**src/rtl/fetch_pkg.sv**
```systemverilog
// fetch_pkg: shared types and defaults for the instruction-fetch slice
package fetch_pkg;
  typedef logic [29:0] pc_word_t;
  typedef logic [31:0] inst_t;
  typedef struct packed {
    inst_t    inst;
    pc_word_t pc;
  } fetch_entry_t;
  localparam pc_word_t DEFAULT_RESET_PC = 30'h0;
endpackage

```
**src/rtl/fetch_fifo.sv**
```systemverilog
// fetch_fifo: DEPTH-entry response buffer of fetched words with flush
module fetch_fifo
  import fetch_pkg::*;
#(
  parameter int DEPTH = 2
) (
  input  logic                           clk,
  input  logic                           rst_n,
  input  logic                           push,
  input  logic                           pop,
  input  logic                           flush,
  input  fetch_entry_t                   din,
  output fetch_entry_t                   dout,
  output logic                           full,
  output logic                           empty,
  output logic [$clog2(DEPTH+1)-1:0]     count
);
  localparam int CW = $clog2(DEPTH + 1);
  localparam int PW = $clog2(DEPTH);
  fetch_entry_t mem [DEPTH];
  logic [PW-1:0] wr_ptr, rd_ptr;
  assign full  = count == CW'(DEPTH);
  assign empty = count == '0;
  // Zero the head while empty so outputs read as zero after reset or flush
  assign dout  = empty ? '0 : mem[rd_ptr];
  always_ff @(posedge clk)
    if (push) mem[wr_ptr] <= din;
  always_ff @(posedge clk or negedge rst_n)
    if (!rst_n) begin
      wr_ptr <= '0;
      rd_ptr <= '0;
      count  <= '0;
    end else if (flush) begin
      wr_ptr <= '0;
      rd_ptr <= '0;
      count  <= '0;
    end else begin
      if (push) wr_ptr <= wr_ptr + PW'(1);
      if (pop) rd_ptr <= rd_ptr + PW'(1);
      count <= count + CW'(push) - CW'(pop);
    end
endmodule

```
**src/rtl/fetch_ctrl.sv**
```systemverilog
// fetch_ctrl: fetch sequencer; one ROM read per cycle, one in flight, buffered
// responses handed to decode over valid/ready, redirects flush stale fetches.
module fetch_ctrl
  import fetch_pkg::*;
#(
  parameter pc_word_t RESET_PC = DEFAULT_RESET_PC,
  parameter int       DEPTH    = 2
) (
  input  logic        clk,
  input  logic        rst_n,
  output logic [29:0] imem_pc,
  input  logic [31:0] imem_inst,
  input  logic        redirect_valid,
  input  logic [29:0] redirect_pc,
  output logic        out_valid,
  input  logic        out_ready,
  output logic [31:0] out_inst,
  output logic [29:0] out_pc
);
  localparam int          CW      = $clog2(DEPTH + 1);
  localparam logic [CW:0] DEPTH_W = (CW+1)'(DEPTH);
  pc_word_t      fpc, rpc;
  logic          inflight, issue, push, pop, full, empty;
  logic [CW-1:0] count;
  logic [CW:0]   occ;
  fetch_entry_t  rsp, head;
  assign pop      = out_valid && out_ready;
  assign push     = inflight && !redirect_valid;
  assign occ      = {1'b0, count} + {{CW{1'b0}}, inflight};
  // Reserve a FIFO slot for every read before issuing it, so responses never overflow
  assign issue    = !redirect_valid && (occ < DEPTH_W || (occ == DEPTH_W && pop));
  assign rsp      = '{inst: imem_inst, pc: rpc};
  assign imem_pc  = fpc;
  assign out_valid = !empty;
  assign out_inst = head.inst;
  assign out_pc   = head.pc;
  fetch_fifo #(.DEPTH(DEPTH)) u_fifo (
    .clk   (clk),
    .rst_n (rst_n),
    .push  (push),
    .pop   (pop),
    .flush (redirect_valid),
    .din   (rsp),
    .dout  (head),
    .full  (full),
    .empty (empty),
    .count (count)
  );
  always_ff @(posedge clk or negedge rst_n)
    if (!rst_n) begin
      fpc      <= RESET_PC;
      rpc      <= '0;
      inflight <= 1'b0;
    end else begin
      inflight <= issue;
      fpc      <= redirect_valid ? redirect_pc : issue ? fpc + 30'd1 : fpc;
      if (issue) rpc <= fpc;
    end
  assert property (@(posedge clk) disable iff (!rst_n) occ <= DEPTH_W);
  assert property (@(posedge clk) disable iff (!rst_n) !(push && full && !pop));
endmodule

```
**config.mk**
```make
export PLATFORM = sky130hd
export DESIGN_NAME = fetch_ctrl
export DESIGN_NICKNAME = d
export VERILOG_FILES = /design/src/rtl/fetch_pkg.sv /design/src/rtl/fetch_fifo.sv /design/src/rtl/fetch_ctrl.sv
export SDC_FILE = /design/constraint.sdc
export NUM_CORES = 1
export LEC_CHECK = 0
export CAP_MARGIN = 20
export CORE_MARGIN = 5
export CORE_UTILIZATION = 55
export DETAILED_ROUTE_END_ITERATION = 16
export PLACE_DENSITY = 0.9
export SYNTH_ARGS = -nofsm -noshare
export SYNTH_HDL_FRONTEND = slang
export SYNTH_SLANG_ARGS = --single-unit
```
**constraint.sdc**
```tcl
create_clock -name clk -period 10.4 [get_ports clk]
set_input_delay 2.08 -clock clk [delete_from_list [all_inputs] [get_ports clk]]
set_output_delay 2.08 -clock clk [all_outputs]
set_load 0.01 [all_outputs]
```
### Word-level counts from Yosys, hierarchy flattened

Memories as Yosys holds them, arrays and structs flattened.
Index checks and enable logic that the tools add are counted.

* bits in registers: 65
* RAM bits: 124
* bits of input ports: 66
* logic and storage cells: 36
* memories kept: 1

* add/sub/neg operators: 6
* magnitude comparators: 1
* equality and inequality tests: 1
* mux-type cells: 10
* reduce and logical (&&, ||, !) cells: 11

Memory list
* u_fifo.mem: depth 2, width 62, rd ports 1, clocked after memory_dff 0, wr ports 1, RTL line fetch_fifo.sv:20 `fetch_entry_t mem [DEPTH];`

Operators with widths (count)
* $mux W62: 1
* $mux W30: 2
* $add A30 B1 Y30 const B: 1
* $mux W1: 6
* $reduce_bool A2 Y1: 3
* $logic_and A1 B1 Y1: 4
* $add A2 B1 Y3: 1
* $eq A3 B2 Y1 const B: 1
* $lt A3 B2 Y1 const B: 1
* $add A1 B1 Y1 const B: 2
* $add A2 B1 Y2: 1
* $logic_not A1 Y1: 2
* $logic_not A2 Y1: 1
* $mux W2: 1
* $sub A2 B1 Y2: 1
* $logic_or A1 B1 Y1: 1

### Depth between registers and ports, before layout

Gate-level depths: netlist of the first run.

* depth after elaboration: 8
* depth in mapped cells: 9
* depth with buffers taken out: 8

### By module

A second synthesis of the first run with hierarchy kept.

* cells, all modules: 585
* area, all modules: 8120.3 um2

Modules (own cells, without submodules)
* fetch_fifo: times used 1, cells an instance 280, area each 4953.5 um2, seq. area each 3823.7 um2
* fetch_ctrl: times used 1, cells an instance 305, area each 3166.8 um2, seq. area each 1526.5 um2

### Worst setup path after synthesis of the first run

Ideal clock, no wire load.

* path type: input-to-reg
* start point: input redirect_valid
* end point: memory u_fifo.mem[0][0] (netlist bit), enable pin
* library setup time: 0.490 ns
* data arrival time: 5.191 ns
* data required time: 9.910 ns
* path slack: 4.719 ns
* stages on the path: 3
* buffers on the path: 1
* cells stage by stage: clkbuf_1 > nor2b_1 > nor2b_1

* longest elaborated chain between the ends: 4

RTL lines
* start: declaration: RTL line fetch_ctrl.sv:13 `input logic redirect_valid,`
* $logic_not A1 Y1: RTL line fetch_ctrl.sv:28 `assign push = inflight && !redirect_valid;`
* $logic_and A1 B1 Y1: RTL line fetch_ctrl.sv:28
* $mux W1: RTL line fetch_fifo.sv:27 `if (push) mem[wr_ptr] <= din;`
* $mux W1 (implied by the code): RTL line fetch_fifo.sv:27
* end: declaration: RTL line fetch_fifo.sv:20

Every way passes these cells.

### Worst setup path after layout of the first run

* start point: register u_fifo.rd_ptr
* end point: output out_pc[9]

* longest elaborated chain between the ends: 2

RTL lines
* start: declaration: RTL line fetch_fifo.sv:21 `logic [PW-1:0] wr_ptr, rd_ptr;`
* start signal: assignment: RTL line fetch_fifo.sv:39 `if (pop) rd_ptr <= rd_ptr + PW'(1);`
* $mem_v2 Z2 W62
* $mux W62: RTL line fetch_fifo.sv:25 `assign dout = empty ? '0 : mem[rd_ptr];`
* end: declaration: RTL line fetch_ctrl.sv:18 `output logic [29:0] out_pc`

Every way passes these cells.

==> run summary, run 1 <==
Synth unique cells -> 31
Share of cells above drive strength 1 -> 9.916%
Placer Congestion -> 0.7702
CP startpoint -> u_fifo.rd_ptr$_DFFE_PN0P_
CP Launch Type -> flop
WP data required -> 8.32 ns
Via density -> 5.445
# DRC -> 0
Status -> completed
MaxCap Viol Count -> 0
TritonCTS Sinks -> 189
Hold buffers post-CTS -> 0
Global-route wire length before repair -> 26,630 um
Vias in the first global route -> 5,067
Slowest CP cell -> dfrtp_4
Worst R2R End -> rpc[28]$_DFFE_PN0P_
P_int -> 1759 uW
Crit-path cells -> mux2i_1, nor2_1, clkdlybuf4s50_1
Power share of the sequential group -> 45.0%
Crit Reg-Reg Startpoint -> inflight$_DFF_PN0_
Syn Nets -> 623
Antenna viol nets, final -> 0
Die ar. -> 0.01652 mm2
Crit path to -> out_pc[9]
Site Rows -> 43
Buffers added on ports -> 158
Post-synthesis average cell area -> 14.02 um2
RSZ-0062 raised after global routing -> false
Core Area -> 0.01383 mm2
Worst reg-to-reg setup slack -> 7.51 ns
CP peak stage delay -> 1.15 ns
CTS max path bufs -> 2
Hold Path Class -> reg -> reg
Crit. End Element -> output pin
Power share of the clock group -> 26.4%
CTS buffer count -> 17
CTS-repair resized insts -> 0
Min cycle time layout -> 4.661 ns
Slew @ Worst Pin -> 1.087 ns
Tot Pwr -> 2487 uW
Power density cells -> 246.4 mW/mm2
Peak fanout along the critical path -> 63
Per-cell routed wire length -> 18.49 um
Iteration-0 DRC Markers -> 285
Drt first pass iters -> 5
Setup skew after layout -> 0.01530 ns
Delay-heaviest family, CP -> flip-flops
Initial antenna violation count -> 0
Clock latency at the later pin of the worst-skew pair -> 0.42 ns
Max Freq -> 214.5 MHz
Height of the die -> 128.5 um
Fin Setup TNS -> 0 ns
Post-synthesis cell area -> 0.007727 mm2
Combinational share of power -> 28.6%
Met2 Use GR -> 35.40%
Setup violations, final -> 0
Cells after Synth -> 551
Die Width -> 128.5 um
Post-synthesis sequential area ratio -> 69.24%
Initial Util -> 55.89%
Largest net degree at the start of global routing -> 66
Post-DP HPWL -> 10,970 um
Via Count -> 4,879
Postcts setup bufs -> 0
VDD IR max -> 0.1312 mV
Final nets -> 775
Ant. Diodes -> 0
Clock transition at path regs -> 0.07 ns
Final-report max-slew violation count -> 0
Grt total ovfl -> 0
Endpoints failing hold -> 0
TritonCTS clock tree -> done
Critical path arrival -> 2.58 ns
CP Depth -> 3
GRT busiest layer -> met2
Gr usage total -> 20.73%
Leak -> 0.003560 uW
H-tree Lvls -> 4
Layout area overhead -> 30.62%
Ys Warns -> 0
Psw -> 728.6 uW
Slew headroom -> 27.54%
Met3 Track Usage GR -> 5.230%
Synth Register Bits -> 189
Worst reg2reg path depth -> 6
Ports -> 159
Worst path bufs/invs -> 1
Crit share post-route -> 44.82%
GRT met1 Usage -> 26.78%
Routed wire length -> 16,570 um
Switching share of power -> 29.30%
CP Class -> reg -> out
Root buffer cell -> clkbuf_16
-- metal layers --
layer  up-vias  wire length, um
met3        17             1129
met5         -                0
met1      2391             6676
li1       2290                -
met2       181             8525
met4         0              235
-- synthesized netlist by cell type, drive strengths merged --
master  count  area [um2]
mux2       30       337.8
clkbuf     27       101.4
nor4        8       50.05
nand2      38       142.6
a31oi       2       12.51
and2        2       12.51
inv         6       22.52
nand4b      2       17.52
o22ai       1       6.260
or3         2       12.51
a41oi       1       8.760
xor2        4       35.03
o21ai      30       150.1
nor3        7       35.03
nand4       6       37.54
and3        4       25.02
and4        3       26.28
nor2b       4       25.02
or4         2       18.77
xnor2      26       227.7
nor2       72       270.3
nor3b       4       30.03
nor4b       2       17.52
nand3       8       40.04
dfrtp      65        1627
mux2i      63       630.6
edfxtp    124        3724
ha          6       75.07
buf         2       8.750
-- final cells by class --
class	instances	area [um2]
multi-input cells	327	2287
fillers	882	3734
flip-flops and latches	189	5354
well taps	180	225.2
clock buffers	22	465.4
repair buffers	162	1602
clock inverters	10	137.6
inverters	6	22.52
-- worst min path at each step --
stage,startpoint,end,slack [ns],depth (start not counted)
3_5_place_dp,rpc[24]$_DFFE_PN0P_,u_fifo.mem[0][24]$_DFFE_PP_,0.46,0
4_1_cts,rpc[24]$_DFFE_PN0P_,u_fifo.mem[0][24]$_DFFE_PP_,0.47,0
5_1_grt,rpc[23]$_DFFE_PN0P_,u_fifo.mem[1][23]$_DFFE_PP_,0.48,0
3_3_place_gp,rpc[29]$_DFFE_PN0P_,u_fifo.mem[0][29]$_DFFE_PP_,0.45,0
2_1_floorplan,rpc[0]$_DFFE_PN0P_,u_fifo.mem[0][0]$_DFFE_PP_,0.44,0
6_report,rpc[24]$_DFFE_PN0P_,u_fifo.mem[0][24]$_DFFE_PP_,0.46,0
-- power groups by stage --
stage / Clock, uW / Sequential (uW) / Combinational [uW]
2_1_floorplan: 0 / 1060 / 410
3_3_place_gp: 0 / 1120 / 694
3_5_place_dp: 0 / 1130 / 718
4_1_cts: 666 / 1120 / 723
5_1_grt: 699 / 1140 / 771
6_report: 657 / 1120 / 711
-- layout by cell type (no fill, tap or decap), types with 7 or more instances in the layout --
cell,n
clkbuf_16,18
clkdlybuf4s50_1,156
dfrtp_1,64
edfxtp_1,124
mux2_2,30
mux2i_1,63
nand2_1,38
nand3_1,8
nor2_1,70
nor3_1,7
nor4_1,8
o21ai_0,30
xnor2_1,26
-- through the flow --
step / std cells / hold slack (ns) / cell area (um2) / worst slack (ns) / util, %
5_1_grt: 896 / 0.4826 / 10090 / 5.558 / 73.00
3_3_place_gp: 864 / 0.4486 / 9490 / 5.994 / 68.64
2_1_floorplan: 551 / 0.4382 / 7727 / 4.719 / -
6_report: 896 / 0.4625 / 10090 / 5.739 / 73.00
4_1_cts: 896 / 0.4653 / 10090 / 5.698 / 73.00
3_5_place_dp: 864 / 0.4577 / 9490 / 5.859 / 68.64
-- worst register-to-register path, delay by kind of cell (launching register included) --
kind / cells / cell delay (ns)
simple gates: 2 / 1.05
compound gates: 1 / 0.46
mux: 1 / 0.44
flops: 1 / 0.42
fa+ha+maj: 2 / 0.41
-- cell families (layout without fill, tap and decap cells) --
kind of cell | Yosys count | in the layout | synth area share [%]
simple gates | 164 | 164 | 9.845
mux | 93 | 93 | 12.53
buf+inv | 35 | 200 | 1.716
flops | 189 | 189 | 69.24
fa+ha+maj | 6 | 6 | 0.9715
compound gates | 34 | 34 | 2.299
xor+xnor | 30 | 30 | 3.400
-- sequential cells by signal, summed over array words and instances, names as in the netlist --
register       count
imem_pc           30
inflight           1
rpc               30
u_fifo.count       2
u_fifo.mem       124
u_fifo.rd_ptr      1
u_fifo.wr_ptr      1
(Power assumes the default switching activity.)
==> inputs of run 2 (changes only) <==
--- a/config.mk
+++ b/config.mk
@@ -7,9 +7,9 @@
 export LEC_CHECK = 0
 export CAP_MARGIN = 20
 export CORE_MARGIN = 5
-export CORE_UTILIZATION = 55
+export CORE_UTILIZATION = 51
 export DETAILED_ROUTE_END_ITERATION = 16
-export PLACE_DENSITY = 0.9
+export PLACE_DENSITY = 0.85
 export SYNTH_ARGS = -nofsm -noshare
 export SYNTH_HDL_FRONTEND = slang
 export SYNTH_SLANG_ARGS = --single-unit
==> constraint.sdc (replaced) <==
create_clock -name clk -period 4.5 [get_ports clk]
set_input_delay 0.9 -clock clk [delete_from_list [all_inputs] [get_ports clk]]
set_output_delay 0.9 -clock clk [all_outputs]
set_load 0.01 [all_outputs]
==> run summary, run 2 (synthesis results as in run 1) <==
Per-cell routed wire length -> 18.32 um
Placer Congestion -> 0.7898
Drt first pass iters -> 4
CP Class -> reg -> out
Final-report max-slew violation count -> 0
Min cycle time layout -> 3.383 ns
CTS max path bufs -> 2
Dpl cells -> 876
TritonCTS Sinks -> 189
Finished Layout Cells -> 908
TritonCTS clock tree -> done
Global-route wire length before repair -> 26,550 um
Status -> completed
Slew @ Worst Pin -> 0.8994 ns
Via Count -> 4,935
Hold Path Class -> reg -> reg
Met3 wire length -> 1000 um
Die ar. -> 0.01771 mm2
Endpoints failing hold -> 0
Finished Cell Area -> 0.01013 mm2
Ports -> 159
Clock latency at the later pin of the worst-skew pair -> 0.43 ns
Crit. End Element -> output pin
Fin Setup TNS -> 0 ns
Most frequent cells in the layout -> 156 x clkdlybuf4s50_1, 124 x edfxtp_1, 70 x nor2_1
Site Rows -> 45
Final hold slack -> 0.4647 ns
Buffers added on ports -> 158
Clock transition at path regs -> 0.06 ns
Max Freq -> 295.6 MHz
Delay-heaviest family, CP -> buffers and inverters
WP data required -> 3.60 ns
Most common cell after layout, fill and taps aside -> clkdlybuf4s50_1
Core Area -> 0.01503 mm2
Power density cells -> 562.7 mW/mm2
DRT met1 WL -> 6988 um
DR top layer -> met4
Gr usage total -> 19.16%
Vias in the first global route -> 5,047
Height of the die -> 133.1 um
RSZ-0062 raised after global routing -> false
CTS-repair resized insts -> 0
Initial Util -> 51.40%
Layout area overhead -> 31.06%
Routed wire length -> 16,640 um
Slowest CP cell -> dfrtp_4
Filler cells -> 1,043
Critical path arrival -> 2.48 ns
Setup violations, final -> 0
Final nets -> 779
Worst path bufs/invs -> 2
Peak fanout along the critical path -> 28
Reg with most FFs -> u_fifo.mem
Hold buffers post-CTS -> 0
DP Area -> 0.009530 mm2
Tot Pwr -> 5699 uW
Die Width -> 133.1 um
Max reg flops -> 124
Grt total ovfl -> 0
H-tree Lvls -> 4
MaxCap Viol Count -> 0
Ant. Diodes -> 0
Crit share post-route -> 75.18%
Crit-path cells -> buf_4, mux2i_1, nor2_1, clkdlybuf4s50_1
CTS buffer count -> 17
# DRC -> 0
Share of cells above drive strength 1 -> 10.42%
Post-DP HPWL -> 11,640 um
Via density -> 5.435
Routed met2 length -> 8315 um
Largest net degree at the start of global routing -> 63
CP peak stage delay -> 0.74 ns
Slew headroom -> 39.90%
Initial antenna violation count -> 0
Leak -> 0.003586 uW
CP Launch Type -> flop
Setup skew after layout -> 0.008670 ns
VDD IR max -> 0.2991 mV
Antenna viol nets, final -> 0
Root buffer cell -> clkbuf_16
Iteration-0 DRC Markers -> 289
Postcts setup bufs -> 0
[run 2: cell type report]
cell class / instances / area (um2) / area share, %
timing repair buffer: 166 / 1632 / 16.11
inverter: 6 / 22.52 / 0.2224
clock inverter: 4 / 48.80 / 0.4818
tap: 188 / 235.2 / 2.323
multi-input combinational: 327 / 2287 / 22.58
sequential: 189 / 5354 / 52.87
clock buffer: 28 / 548.0 / 5.411
[run 2: per-layer routing]
| metal | vias up | GRT usage (%) |
|---|---|---|
| li1 | 2299 | - |
| met1 | 2432 | 24.44 |
| met2 | 175 | 31.88 |
| met3 | 29 | 4.909 |
| met4 | 0 | 7.086 |
| met5 | - | 0 |
[run 2: per-stage QoR]
stage	setup slack, ns	util, %
6_report	1.117	67.37
5_1_grt	0.9989	67.37
4_1_cts	1.075	67.37
3_5_place_dp	1.483	63.40
3_3_place_gp	1.565	63.40
2_1_floorplan	1.177	-
[run 2: worst paths after layout]
path                            depth (start not counted)                         end                      start  slack, ns
min in group asynchronous                               1         rpc[13]$_DFFE_PN0P_                      rst_n       0.50
worst min-delay path                                    0  u_fifo.mem[1][3]$_DFFE_PP_         rpc[3]$_DFFE_PN0P_       0.46
worst max-delay path                                    4                out_inst[10]  u_fifo.rd_ptr$_DFFE_PN0P_       1.12
max in group asynchronous                               2   u_fifo.rd_ptr$_DFFE_PN0P_                      rst_n       3.05
worst max register to register                          6         rpc[14]$_DFFE_PN0P_         inflight$_DFF_PN0_       1.96
worst min register to register                          0  u_fifo.mem[1][3]$_DFFE_PP_         rpc[3]$_DFFE_PN0P_       0.46
[run 2: power by group]
part	internal (uW)	switching, uW	leakage (uW)
Combinational	890	817	0.00136
Sequential	2270	253	0.00193
Clock	885	584	0.000296
Total	4050	1650	0.00359
==> inputs of run 3 (changes only) <==
--- a/config.mk
+++ b/config.mk
@@ -7,9 +7,9 @@
 export LEC_CHECK = 0
 export CAP_MARGIN = 20
 export CORE_MARGIN = 5
-export CORE_UTILIZATION = 51
+export CORE_UTILIZATION = 46
 export DETAILED_ROUTE_END_ITERATION = 16
-export PLACE_DENSITY = 0.85
+export PLACE_DENSITY = 0.81
 export SYNTH_ARGS = -nofsm -noshare
 export SYNTH_HDL_FRONTEND = slang
 export SYNTH_SLANG_ARGS = --single-unit
==> constraint.sdc (replaced) <==
create_clock -name clk -period 3.05 [get_ports clk]
set_input_delay 0.61 -clock clk [delete_from_list [all_inputs] [get_ports clk]]
set_output_delay 0.61 -clock clk [all_outputs]
set_load 0.01 [all_outputs]
==> run summary, run 3 (synthesis results as in run 1) <==
Max Freq -> 359.4 MHz
Crit. End Element -> output pin
Fin Setup TNS -> 0 ns
Psw -> 2493 uW
Most common cell after layout, fill and taps aside -> clkdlybuf4s50_1
Antenna viol nets, final -> 0
Ant. Diodes -> 0
CP Class -> reg -> out
Drt first pass iters -> 5
Power share of the sequential group -> 44.3%
H-tree Lvls -> 4
Setup skew after layout -> 0.008031 ns
Post-DP HPWL -> 11,490 um
WP data required -> 2.44 ns
CP Launch Type -> flop
Status -> completed
Tot Pwr -> 8329 uW
Leak -> 0.003593 uW
Layout area overhead -> 31.96%
CP startpoint -> u_fifo.rd_ptr$_DFFE_PN0P_
Most frequent cells in the layout -> 156 x clkdlybuf4s50_1, 124 x edfxtp_1, 70 x nor2_1
Gr usage total -> 17.20%
Slew headroom -> 51.70%
GRT busiest layer -> met2
Core Area -> 0.01652 mm2
Largest net degree at the start of global routing -> 63
Placer Congestion -> 0.7590
Site Rows -> 47
Via Count -> 4,922
CTS-repair resized insts -> 0
Final-report max-slew violation count -> 0
MaxCap Viol Count -> 0
Initial Util -> 46.76%
Power share of the clock group -> 24.5%
Worst reg2reg path depth -> 5
Hold buffers post-CTS -> 0
TritonCTS Sinks -> 189
Via density -> 5.214
Vias in the first global route -> 4,991
Global-route wire length before repair -> 26,590 um
Combinational share of power -> 31.2%
Clock transition at path regs -> 0.07 ns
Crit Reg-Reg Startpoint -> imem_pc[14]$_DFFE_PN0P_
Postcts setup bufs -> 0
Clock latency at the later pin of the worst-skew pair -> 0.42 ns
Hold Path Class -> in -> async
TritonCTS clock tree -> done
Final nets -> 783
Worst R2R End -> imem_pc[29]$_DFFE_PN0P_
DP Area -> 0.009651 mm2
Die Width -> 139.6 um
Max reg flops -> 124
Setup violations, final -> 0
Height of the die -> 139.6 um
Crit share post-route -> 91.23%
Die ar. -> 0.01949 mm2
Initial antenna violation count -> 0
Switching share of power -> 29.93%
Finished Cell Area -> 0.01020 mm2
Buffers added on ports -> 158
Critical path arrival -> 2.17 ns
Final hold slack -> 0.2393 ns
Post-layout util -> 61.71%
P_int -> 5836 uW
CTS buffer count -> 17
Power density cells -> 816.8 mW/mm2
GRT met1 Usage -> 23.01%
Share of cells above drive strength 1 -> 11.19%
Iteration-0 DRC Markers -> 246
RSZ-0062 raised after global routing -> false
# DRC -> 0
Routed wire length -> 16,660 um
Min cycle time layout -> 2.783 ns
CTS max path bufs -> 2
Slew @ Worst Pin -> 0.7246 ns
Per-cell routed wire length -> 17.65 um
Peak fanout along the critical path -> 35
Ports -> 159
Endpoints failing hold -> 0
Grt total ovfl -> 0
Root buffer cell -> clkbuf_16
Worst reg-to-reg setup slack -> 0.47 ns
Met3 Track Usage GR -> 3.979%
Reg with most FFs -> u_fifo.mem
Met2 Use GR -> 28.27%
VDD IR max -> 0.4490 mV
==> run 3: cell count changes in the layout (fill, tap and decap cells not counted) <==
| cell | previous run | this run |
|---|---|---|
| buf_12 | 0 | 4 |
| clkbuf_1 | 4 | 0 |
| clkbuf_16 | 18 | 17 |
| clkbuf_8 | 6 | 0 |
| clkinv_1 | 0 | 2 |
| clkinv_2 | 2 | 4 |
| clkinv_4 | 1 | 3 |
| clkinvlp_2 | 0 | 1 |
| clkinvlp_4 | 0 | 2 |
| inv_6 | 0 | 2 |
==> run 3: worst max-delay path, cell delays in order, from the launching register on <==
cell	delay, ns
dfrtp_4	0.62
buf_12	0.29
mux2i_1	0.11
nor2_1	0.13
clkdlybuf4s50_1	0.56
==> run 3: cell type report <==
class / instances / area, um2
multi-input cells: 327 / 2287
well taps: 220 / 275.3
fillers: 1248 / 6327
clock buffers: 17 / 425.4
clock inverters: 15 / 121.4
inverters: 6 / 22.52
flip-flops and latches: 189 / 5354
repair buffers: 170 / 1712
==> run 3: worst max path at each step <==
stage                                      end  cells past startpoint
floorplan           u_fifo.mem[0][0]$_DFFE_PP_                      3
global placement       imem_pc[29]$_DFFE_PN0P_                      5
detailed placement     imem_pc[29]$_DFFE_PN0P_                      5
CTS                               out_inst[15]                      4
global route                      out_inst[27]                      4
finish                            out_inst[27]                      4
==> run 3: stage by stage <==
stage / setup WS (ns) / cells
5_1_grt: 0.1467 / 944
4_1_cts: 0.2359 / 944
2_1_floorplan: 0.01678 / 551
6_report: 0.2674 / 944
3_5_place_dp: 0.3689 / 912
3_3_place_gp: 0.4167 / 912
==> run 3: power by group through the flow <==
stage / clock (uW) / combinational, uW / sequential, uW
2_1_floorplan: 0 / 1400 / 3620
3_5_place_dp: 0 / 2640 / 3750
4_1_cts: 2080 / 2650 / 3690
3_3_place_gp: 0 / 2580 / 3710
5_1_grt: 2190 / 2810 / 3750
6_report: 2040 / 2600 / 3690
==> run 3: per-layer routing <==
metal,share of wire (%),vias up
met2,49,192
met5,0,-
met1,44,2391
met4,1.4,0
li1,-,2314
met3,6.0,25
